===== src/rtl/uart_tx_arbiter.sv =====
// Round-robin AXI-Stream arbiter feeding the shared UART transmit FIFO.
// One source is granted at a time. The grant is held until the end of the
// packet (tlast), until the burst limit is reached, or until the granted
// source has been idle long enough to trigger the stall timeout.
// Every forwarded beat is tagged with the index of its source on tuser.
//
// state | meaning
// ------+---------------------------------------------------------------
// IDLE  | no grant; pick the next requester after last_grant
// XFER  | granted source passed straight through to the FIFO port
module uart_tx_arbiter #(
  parameter  int DATA_WIDTH    = 8,
  parameter  int NUM_SRC       = 4,
  parameter  int MAX_BURST     = 16,
  parameter  int STALL_TIMEOUT = 256,
  localparam int SW            = $clog2(NUM_SRC)
) (
  input  logic                          aclk,
  input  logic                          aresetn,
  input  logic [NUM_SRC*DATA_WIDTH-1:0] s_axis_tdata,
  input  logic [NUM_SRC-1:0]            s_axis_tvalid,
  input  logic [NUM_SRC-1:0]            s_axis_tlast,
  output logic [NUM_SRC-1:0]            s_axis_tready,
  output logic [DATA_WIDTH-1:0]         m_axis_tdata,
  output logic                          m_axis_tvalid,
  input  logic                          m_axis_tready,
  output logic                          m_axis_tlast,
  output logic [SW-1:0]                 m_axis_tuser,
  output logic                          busy,
  output logic                          timeout_pulse
);

  localparam int BW = $clog2(MAX_BURST + 1);
  // Keep the stall counter at least one bit wide when the timeout is disabled.
  localparam int TW = (STALL_TIMEOUT > 0) ? $clog2(STALL_TIMEOUT + 1) : 1;

  localparam logic [BW-1:0] BURST_LAST = BW'(MAX_BURST - 1);
  // Release happens on the idle cycle that would bring the count to
  // STALL_TIMEOUT, so exactly STALL_TIMEOUT idle cycles elapse in XFER.
  localparam logic [TW-1:0] STALL_LAST = TW'((STALL_TIMEOUT > 0) ? STALL_TIMEOUT - 1 : 0);
  localparam logic [SW-1:0] LAST_SRC   = SW'(NUM_SRC - 1);

  typedef enum logic {
    ST_IDLE,
    ST_XFER
  } state_t;

  state_t          state_q, state_d;
  logic [SW-1:0]   grant_q, grant_d;
  logic [SW-1:0]   last_grant_q, last_grant_d;
  logic [BW-1:0]   beat_cnt_q, beat_cnt_d;
  logic [TW-1:0]   stall_cnt_q, stall_cnt_d;

  logic            req_found;
  logic [SW-1:0]   req_sel;
  logic [SW-1:0]   cand;
  logic            hs;
  logic            timeout_hit;

  // Cyclic scan for the first valid requester, starting after last_grant.
  always_comb begin
    req_found = 1'b0;
    req_sel   = '0;
    cand      = '0;
    for (int k = 1; k <= NUM_SRC; k++) begin
      cand = SW'((int'(last_grant_q) + k) % NUM_SRC);
      if (!req_found && s_axis_tvalid[cand]) begin
        req_found = 1'b1;
        req_sel   = cand;
      end
    end
  end

  // Zero-latency passthrough of the granted source; everything is forced
  // quiet while reset is asserted so nothing is accepted mid-reset.
  always_comb begin
    m_axis_tvalid = 1'b0;
    m_axis_tdata  = '0;
    m_axis_tlast  = 1'b0;
    s_axis_tready = '0;
    if (aresetn && state_q == ST_XFER) begin
      m_axis_tvalid          = s_axis_tvalid[grant_q];
      m_axis_tdata           = s_axis_tdata[grant_q*DATA_WIDTH +: DATA_WIDTH];
      m_axis_tlast           = s_axis_tlast[grant_q];
      s_axis_tready[grant_q] = m_axis_tready;
    end
  end

  assign hs            = m_axis_tvalid & m_axis_tready;
  assign m_axis_tuser  = grant_q;
  assign busy          = (state_q == ST_XFER);
  assign timeout_pulse = aresetn & timeout_hit;

  // Next-state logic: arbitration, beat/stall counting and grant release.
  always_comb begin
    state_d      = state_q;
    grant_d      = grant_q;
    last_grant_d = last_grant_q;
    beat_cnt_d   = beat_cnt_q;
    stall_cnt_d  = stall_cnt_q;
    timeout_hit  = 1'b0;
    case (state_q)
      ST_IDLE: begin
        if (req_found) begin
          grant_d     = req_sel;
          beat_cnt_d  = '0;
          stall_cnt_d = '0;
          state_d     = ST_XFER;
        end
      end
      ST_XFER: begin
        if (hs) begin
          beat_cnt_d  = beat_cnt_q + 1'b1;
          stall_cnt_d = '0;
          if (m_axis_tlast || beat_cnt_q == BURST_LAST) begin
            state_d      = ST_IDLE;
            last_grant_d = grant_q;
          end
        end else if (!s_axis_tvalid[grant_q]) begin
          // Only a silent source counts as stalled; a full FIFO does not.
          if (STALL_TIMEOUT != 0 && stall_cnt_q == STALL_LAST) begin
            state_d      = ST_IDLE;
            last_grant_d = grant_q;
            timeout_hit  = 1'b1;
          end else begin
            stall_cnt_d = stall_cnt_q + 1'b1;
          end
        end
      end
      default: state_d = ST_IDLE;
    endcase
  end

  // State and counter registers with synchronous active-low reset.
  always_ff @(posedge aclk) begin
    if (!aresetn) begin
      state_q      <= ST_IDLE;
      grant_q      <= '0;
      last_grant_q <= LAST_SRC;
      beat_cnt_q   <= '0;
      stall_cnt_q  <= '0;
    end else begin
      state_q      <= state_d;
      grant_q      <= grant_d;
      last_grant_q <= last_grant_d;
      beat_cnt_q   <= beat_cnt_d;
      stall_cnt_q  <= stall_cnt_d;
    end
  end

endmodule


===== config.mk =====
export PLATFORM = sky130hd
export DESIGN_NAME = uart_tx_arbiter
export DESIGN_NICKNAME = d
export VERILOG_FILES = /design/src/rtl/uart_tx_arbiter.sv
export SDC_FILE = /design/constraint.sdc
export NUM_CORES = 1
export LEC_CHECK = 0
export BUFFER_PORTS_ARGS = -buffer_cell sky130_fd_sc_hd__buf_2
export CAP_MARGIN = 20
export CORE_AREA = 2 2 60 62
export CTS_BUF_LIST = sky130_fd_sc_hd__clkbuf_4 sky130_fd_sc_hd__clkbuf_8
export DETAILED_ROUTE_END_ITERATION = 8
export DIE_AREA = 0 0 62 64
export HOLD_SLACK_MARGIN = 0.08
export MAX_ROUTING_LAYER = met4
export PLACE_DENSITY = 0.77
export SYNTH_ARGS = -nofsm -noshare
export SYNTH_HDL_FRONTEND = slang
export SYNTH_SLANG_ARGS = --single-unit

===== constraint.sdc =====
create_clock -name aclk -period 2.3 [get_ports aclk]
set_input_delay 0.575 -clock aclk [delete_from_list [all_inputs] [get_ports aclk]]
set_output_delay 0.575 -clock aclk [all_outputs]
set_load 0.01 [all_outputs]

==> metrics.txt, run 1 <==
status finished clean; maxcap violations 0; EDFF count, synth 0; most common cell after layout, fill and taps aside buf_2; dominant cell type by area after synthesis dfxtp_1; Cell Area, Synth ~1400 µm²; overall power approximately 0.76 mW; ys flop type dfxtp_1; FFs w/ async S/R, synth 0%; Routed Antenna Nets 0; DR vias/cell approximately 5.3; routability cong. 0.825; Root Buffer clkbuf_4; FF/Latch Area 389 µm²; Finish-stage setup viols 0; clock-pin slew on the worst setup and hold paths 110 ps; die footprint 3970 µm²; number of fill cells in the layout about 290; Place WS -56.5 ps; CTS tree done; Hold Crit Depth 2; Required @ worst endpoint 1730 ps; Wirelength per Cell 12.8 µm; P per Cell Area 395 nW/µm²; CP max FO 7; die height 64 µm; Residual DRC 0; GRT Util Overall a little under a fifth; Initial Utilization 43.7%; Max clock buf depth 2; DR pass1 iterations 4; type of the most critical hold path flop to flop; floorplan die width 62 µm; first-pass GRT wire length 5430 µm; Util after Layout 58.7%; setup TNS 0 ps; Synth Warn # 0; largest net degree at the start of global routing 17; initial antenna violation count 0; Multi-input gate area 981 µm²; Worst setup SP type flop; Reg2Reg Depth 5; via count roughly 1,500; worst slew pin tran between 400 and 500 ps; worst setup margin 72.6 ps; clk_lat worst skew approximately 300 ps; final critical-path share of the clock period 96.8%; highest-count cells in the layout ignoring fill and taps buf_2 (60), buf_4 (16), nor2_1 (15), dfxtp_1 (14), nand2_1 (13); clock sinks 19; post-DP HPWL 2750 µm; Iter 0 DRT Violations 51; CP arrival 1650 ps; # placed instances 269; syn_area_per_cell 8.86 µm²; number of global-route vias before repair 1,231; RSZ-0062 raised after global routing true; critical path endpoint category output port; Yosys reg bits 19; area of the core 3280 µm²; fin crit period 2230 ps; cts hold-fix bufs 0; Synth cell types 45; synth top area cells dfxtp_1 (27%), mux4_2 (16%), nor2b_1 (4.4%); final WL 3550 µm; area share of the largest cell type after synthesis 26.5%; cts bufs inserted 3; Post-Synthesis Cells 162; num rows 21; post-synth net total between 200 and 250; FMAX 449 MHz; Non-Filler Instances roughly 280; PortBufs 60; Pins Over Slew Limit 0; Synth-to-Final Area Change 34.4%; Slew headroom 72.0%; Setup Skew 2.79 ps; r2r setup slk about 170 ps; Congestion Overflow GR 0; Final Hold Vio Count 0; register area share after synthesis 26.5%; n_diodes 0; proportion of layout cells with a drive suffix above 1 45.3%; worst vdd ir 0.184 mV; # IOs 61; LEAKAGE 0.862 nW; Final #Nets 280; H-tree depth 1; Crit Path Class flop to output port
worst paths after layout:
check | from | endpoint
max | m_axis_tuser[0] | timeout_pulse
min | beat_cnt_q[4] | beat_cnt_q[4]
max reg2reg | m_axis_tuser[0] | stall_cnt_q[4]
min reg2reg | beat_cnt_q[4] | beat_cnt_q[4]
cell usage after synthesis (4+ instances only):
| cell type | instances |
|---|---|
| nand3_1 | 7 |
| dfxtp_1 | 19 |
| ha_1 | 4 |
| and3_1 | 7 |
| nor2b_1 | 10 |
| nor2_1 | 15 |
| mux4_2 | 10 |
| nor3_1 | 4 |
| clkbuf_1 | 5 |
| mux2i_1 | 4 |
| nand2_1 | 13 |
| o21ai_0 | 8 |
| inv_1 | 8 |
| a21oi_1 | 5 |
flip-flops by register name, summed over array words and instances, names as in the netlist:
name	cells
beat_cnt_q	5
busy	1
last_grant_q	2
m_axis_tuser	2
stall_cnt_q	9
layout make-up:
cell class,count,share of cell area [%]
Sequential cell,19,20.2
Multi-Input combinational cell,124,50.9
Inverter,8,1.56
Tap cell,46,2.99
Clock buffer,4,1.56
Timing Repair Buffer,77,22.8
cells by family after synthesis:
kind of cell             Yosys count  synth area share [%]
AND/OR/NAND/NOR                   69                  24.9
buffers and inverters             19                  6.19
multiplexers                      16                  20.8
flip-flops                        19                  26.5
XOR/XNOR                           2                  1.22
adder cells (fa/ha/maj)            4                  3.49
AO/OA/AOI/OAI                     33                  16.8
report_power, final:
| part | total [mW] | internal, mW | switching, mW |
|---|---|---|---|
| Clock | 0.186 | 0.0794 | 0.107 |
| Sequential | 0.343 | 0.337 | 0.00675 |
| Combinational | 0.232 | 0.131 | 0.101 |
repair_timing:
action,CTS,global route
endpoints found under the setup margin,10,4
resized for setup,10,3
pin swaps,1,2
buffers inserted,0,5
stage by stage:
| stage | instance area, µm² | hold slack (ps) |
|---|---|---|
| detailed placement | 1820 | 468 |
| finish | 1930 | 483 |
| global placement | 1820 | 461 |
| global route | 1930 | 514 |
| CTS | 1890 | 483 |
| floorplan | 1440 | 448 |
metal layers:
metal	vias to the layer above	GRT usage (%)	routed length [µm]
li1	738	-	-
met1	672	23.9	1550
met2	52	28.8	1770
met3	8	2.23	189
met4	0	5.59	49
met5	-	-	0
worst max-delay path, cell delays in order (launching register included):
cell and delay, ps:
dfxtp_4 380, mux4_2 590, nor3_2 220, buf_2 160
Note: power is estimated with default switching activity, not from simulation.
==> run 2: changes to the inputs <==
==> constraint.sdc (replaced) <==
create_clock -name aclk -period 2.3 [get_ports aclk]
set_input_delay 0.23 -clock aclk [delete_from_list [all_inputs] [get_ports aclk]]
set_output_delay 0.23 -clock aclk [all_outputs]
set_load 0.01 [all_outputs]
==> metrics.txt, run 2 (synthesized netlist as in run 1, its figures left out) <==
status finished clean; number of global-route vias before repair 1,294; CTS resizes 0; CTS tree done; Setup Buffers After CTS 0; r2r setup slk between 200 and 300 ps; Final Hold Vio Count 0; final critical-path share of the clock period 88.1%; num rows 21; PortBufs 60; Hold Crit Depth 3; setup TNS 0 ps; maxcap violations 0; Root Buffer clkbuf_4; H-tree depth 1; critical path endpoint category flop; LEAKAGE 0.801 nW; Hold Startpoint aresetn; most common cell after layout, fill and taps aside buf_2; clock-pin slew on the worst setup and hold paths between 100 and 150 ps; FF-to-FF End stall_cnt_q[4]; Slew headroom between 70 and 80%; Finish-stage setup viols 0; number of fill cells in the layout 325; highest-count cells in the layout ignoring fill and taps buf_2 (60), dfxtp_1 (19), nor2_1 (15), nand2_1 (13); floorplan die width around 62 µm; routability cong. slightly above 0.8; FF/Latch Area 380 µm²; Worst setup SP type flop; cts hold-fix bufs 0; fin crit period roughly 2000 ps; CP max FO 15; Final #Nets ~270; Crit Path Class flop to flop; Pins Over Slew Limit 0; Routed Antenna Nets 0; Critical R2R Launch m_axis_tuser[0]; largest register by flop count stall_cnt_q; DR pass1 iterations 4; Setup Skew 2.16 ps; Reg2Reg Depth 4; Hold EP beat_cnt_q[2]; via count 1,411; Wirelength per Cell approximately 13 µm; overall power 0.713 mW; Residual DRC 0; initial antenna violation count 0; first-pass GRT wire length around 5400 µm; biggest cell delay along the critical path 660 ps; DR vias/cell approximately 5.3; CP arrival 2260 ps; RSZ-0062 raised after global routing false; slowest cell on the critical path mux4_2; worst vdd ir 0.312 mV; n_diodes 0; final WL around 3300 µm; die height 64 µm; post-DP HPWL 2670 µm; max reg flops 9; die footprint 3970 µm²; Synth-to-Final Area Change 25.4%; CP cell instances mux4_2 > mux2i_4 > or4_1 > a21boi_0; worst slew pin tran 414 ps; area of the core 3280 µm²; largest net degree at the start of global routing 17; P per Cell Area 396 nW/µm²; # IOs 61; Max clock buf depth 2; Required @ worst endpoint 2530 ps; type of the most critical hold path input pin to flop; Iter 0 DRT Violations 24; Multi-input gate area 966 µm²; clock sinks 19; GRT Util Overall 18.0%; proportion of layout cells with a drive suffix above 1 between 30% and 40%; Initial Utilization 43.7%; Largest regs stall_cnt_q x9, beat_cnt_q x5; FMAX roughly 490 MHz; Congestion Overflow GR 0; cts bufs inserted 3; clk_lat worst skew about 290 ps
run 2: changes by cell type in the layout (fill, tap and decap cells not counted), moves of 2 or more:
| cell | before | now |
|---|---|---|
| buf_4 | 16 | 5 |
| dfxtp_1 | 14 | 19 |
| dfxtp_2 | 4 | 0 |
| ha_1 | 2 | 4 |
| ha_2 | 2 | 0 |
| nor3_1 | 2 | 4 |
| nor3_2 | 2 | 0 |
run 2: area by class of cell:
cell class / count / share of cell area (%)
well taps: 46 / 3.20
inverters: 8 / 1.67
multi-input cells: 124 / 53.7
repair buffers: 65 / 18.8
clock buffers: 3 / 1.25
flip-flops and latches: 19 / 21.1
clock inverters: 1 / 0.278
run 2: how the worst max path moves through the flow:
| stage | from | end | depth (start not counted) |
|---|---|---|---|
| finish | m_axis_tuser[0] | stall_cnt_q[4] | 4 |
| floorplan | m_axis_tuser[0] | stall_cnt_q[4] | 6 |
| CTS | m_axis_tuser[0] | stall_cnt_q[4] | 4 |
| detailed placement | m_axis_tuser[0] | stall_cnt_q[4] | 4 |
| global placement | m_axis_tuser[0] | stall_cnt_q[4] | 4 |
| global route | m_axis_tuser[0] | stall_cnt_q[6] | 5 |
run 2: critical path, delay by kind of cell, from the launching register on:
family	cells	cell delay, ps
AOI/OAI and AO/OA	1	160
DFF	1	370
muxes	2	960
and+or+nand+nor	1	480
run 2: power by group:
group	total [mW]	leakage, nW	switching, mW	internal (mW)
Sequential	0.342	0.154	0.00596	0.336
Combinational	0.201	0.629	0.0940	0.107
Clock	0.170	0.0177	0.105	0.0646
Total	0.713	0.801	0.205	0.508
run 2: layer usage:
metal	vias up	wire, µm	global-route usage [%]
li1	712	-	-
met1	663	1430	23.2
met2	32	1700	28.8
met3	4	156	1.82
met4	0	46	6.12
met5	-	0	-
run 2: metrics by stage:
stage / worst slack [ps] / utilization [%] / hold WS [ps] / instance area [µm²] / std cells
floorplan: 180 / - / 374 / 1440 / 162
global placement: 295 / 53.9 / 462 / 1770 / 262
detailed placement: 259 / 53.9 / 467 / 1770 / 262
CTS: 260 / 54.8 / 240 / 1800 / 266
global route: 109 / 54.8 / 242 / 1800 / 266
finish: 274 / 54.8 / 249 / 1800 / 266
==> run 3: changes to the inputs <==
--- a/config.mk
+++ b/config.mk
@@ -7,13 +7,15 @@
 export LEC_CHECK = 0
 export BUFFER_PORTS_ARGS = -buffer_cell sky130_fd_sc_hd__buf_2
 export CAP_MARGIN = 20
-export CORE_AREA = 2 2 60 62
+export CELL_PAD_IN_SITES_DETAIL_PLACEMENT = 0
+export CELL_PAD_IN_SITES_GLOBAL_PLACEMENT = 2
+export CORE_AREA = 2 2 79 81
 export CTS_BUF_LIST = sky130_fd_sc_hd__clkbuf_4 sky130_fd_sc_hd__clkbuf_8
 export DETAILED_ROUTE_END_ITERATION = 8
-export DIE_AREA = 0 0 62 64
+export DIE_AREA = 0 0 81 83
 export HOLD_SLACK_MARGIN = 0.08
 export MAX_ROUTING_LAYER = met4
-export PLACE_DENSITY = 0.77
+export PLACE_DENSITY_LB_ADDON = 0.1
 export SYNTH_ARGS = -nofsm -noshare
 export SYNTH_HDL_FRONTEND = slang
 export SYNTH_SLANG_ARGS = --single-unit
==> metrics.txt, run 3 (synthesized netlist as in run 1, its figures left out) <==
status finished clean; type of the most critical hold path input pin to flop; Wirelength per Cell 14.1 µm; Max clock buf depth 2; Finish-stage setup viols 0; clock sinks 19; P per Cell Area 428 nW/µm²; Non-Filler Instances about 300; post-DP HPWL 3340 µm; Setup Skew 7.52 ps; # IOs 61; largest net degree at the start of global routing 17; Hold Crit Depth 3; cts bufs inserted 3; biggest cell delay along the critical path 380 ps; initial antenna violation count 0; # placed instances 292; num rows 28; highest-count cells in the layout ignoring fill and taps buf_2 (60), dfxtp_1 (19), nor2_1 (15), nand2_1 (13); Setup Buffers After CTS 0; proportion of layout cells with a drive suffix above 1 between 30 and 40%; DR pass1 iterations 4; number of global-route vias before repair 1,369; slowest cell on the critical path dfxtp_1; final WL 4170 µm; Critical R2R Launch m_axis_tuser[0]; Largest regs stall_cnt_q x9, beat_cnt_q x5; clock-pin slew on the worst setup and hold paths 80 ps; FMAX roughly 480 MHz; Routed Antenna Nets 0; CP cell instances ha_1 > nand2_1 > nor3_1 > ha_1 > inv_1 > nor3_1 > buf_2; PortBufs 60; Reg2Reg Depth 4; Crit Path Class flop to output port; area of the core slightly below 6000 µm²; Congestion Overflow GR 0; met2 wire len 2020 µm; CTS resizes 0; fin crit period 2090 ps; uppermost routed layer met4; overall power 0.797 mW; routability cong. 0.808; CP max FO 4; DR vias/cell 4.85; Root Buffer clkbuf_8; CTS tree done; FF-to-FF End stall_cnt_q[4]; floorplan die width 81 µm; Residual DRC 0; critical path endpoint category output port; worst slew pin tran 458 ps; most common cell after layout, fill and taps aside buf_2; Required @ worst endpoint 2070 ps; CP top delay family simple AND/OR/NAND/NOR gates; first-pass GRT wire length 7040 µm; maxcap violations 0; H-tree depth 1; Synth-to-Final Area Change 29.7%; LEAKAGE 0.814 nW; final critical-path share of the clock period 90.7%; Routed met1 length 1940 µm; clk_lat worst skew 260 ps; die height 83 µm; Worst setup SP type flop; n_diodes 0; cts hold-fix bufs 0; via count between 1,000 and 1,500; largest register by flop count stall_cnt_q; met3 WL post-DR approximately 180 µm; worst vdd ir between 0.2 and 0.3 mV; max reg flops 9; r2r setup slk 230 ps; Pins Over Slew Limit 0; setup TNS 0 ps; Initial Utilization 24.7%; Hold EP beat_cnt_q[2]; die footprint between 6000 and 7000 µm²; Hold Startpoint aresetn; GRT Util Overall ~14%; Iter 0 DRT Violations 100; CP arrival roughly 1900 ps; Final Hold Vio Count 0; Worst Path Buf+Inv 2; hold slack 278 ps; RSZ-0062 raised after global routing false; Slew headroom 69.4%; Final #Nets between 200 and 300
[run 3: layout make-up]
class,instances,area [µm²]
clock buffer,3,41.3
clock inverter,1,5.00
fill,650,3950
inverter,8,30.0
multi-input combinational,124,966
sequential,19,380
tap,75,93.8
timing repair buffer,66,345
[run 3: report_power, final]
part,leakage [nW],internal (mW),total [mW],switching [mW]
combinational,0.634,0.108,0.207,0.0988
clock,0.0255,0.121,0.248,0.127
sequential,0.154,0.336,0.343,0.00688
[run 3: through the flow]
| step | setup WS [ps] | utilization [%] | area [µm²] |
|---|---|---|---|
| floorplan | 180 | - | 1440 |
| global placement | 255 | 31.2 | 1820 |
| detailed placement | 200 | 31.2 | 1820 |
| CTS | 203 | 32.0 | 1860 |
| global route | 80.0 | 32.0 | 1860 |
| finish | 214 | 32.0 | 1860 |
[run 3: layer usage]
layer  up-vias  global-route usage (%)
li1        715                       -
met1       691                    18.3
met2        27                    21.0
met3         2                    3.15
met4         0                    2.93
met5         -                       -
[run 3: how the worst max path moves through the flow]
stage | startpoint | endpoint | slack [ps] | depth (start not counted)
after global placement | m_axis_tuser[0] | stall_cnt_q[4] | 250 | 4
after floorplan | m_axis_tuser[0] | stall_cnt_q[4] | 180 | 6
after global routing | stall_cnt_q[0] | timeout_pulse | 80 | 7
after detailed placement | m_axis_tuser[0] | stall_cnt_q[4] | 200 | 4
after CTS | m_axis_tuser[0] | stall_cnt_q[4] | 200 | 4
final | stall_cnt_q[0] | timeout_pulse | 210 | 7
[run 3: worst min-delay path: cells and delay by family]
family                 cells  cell delay [ps]
buffers and inverters      1              140
and+or+nand+nor            2              120
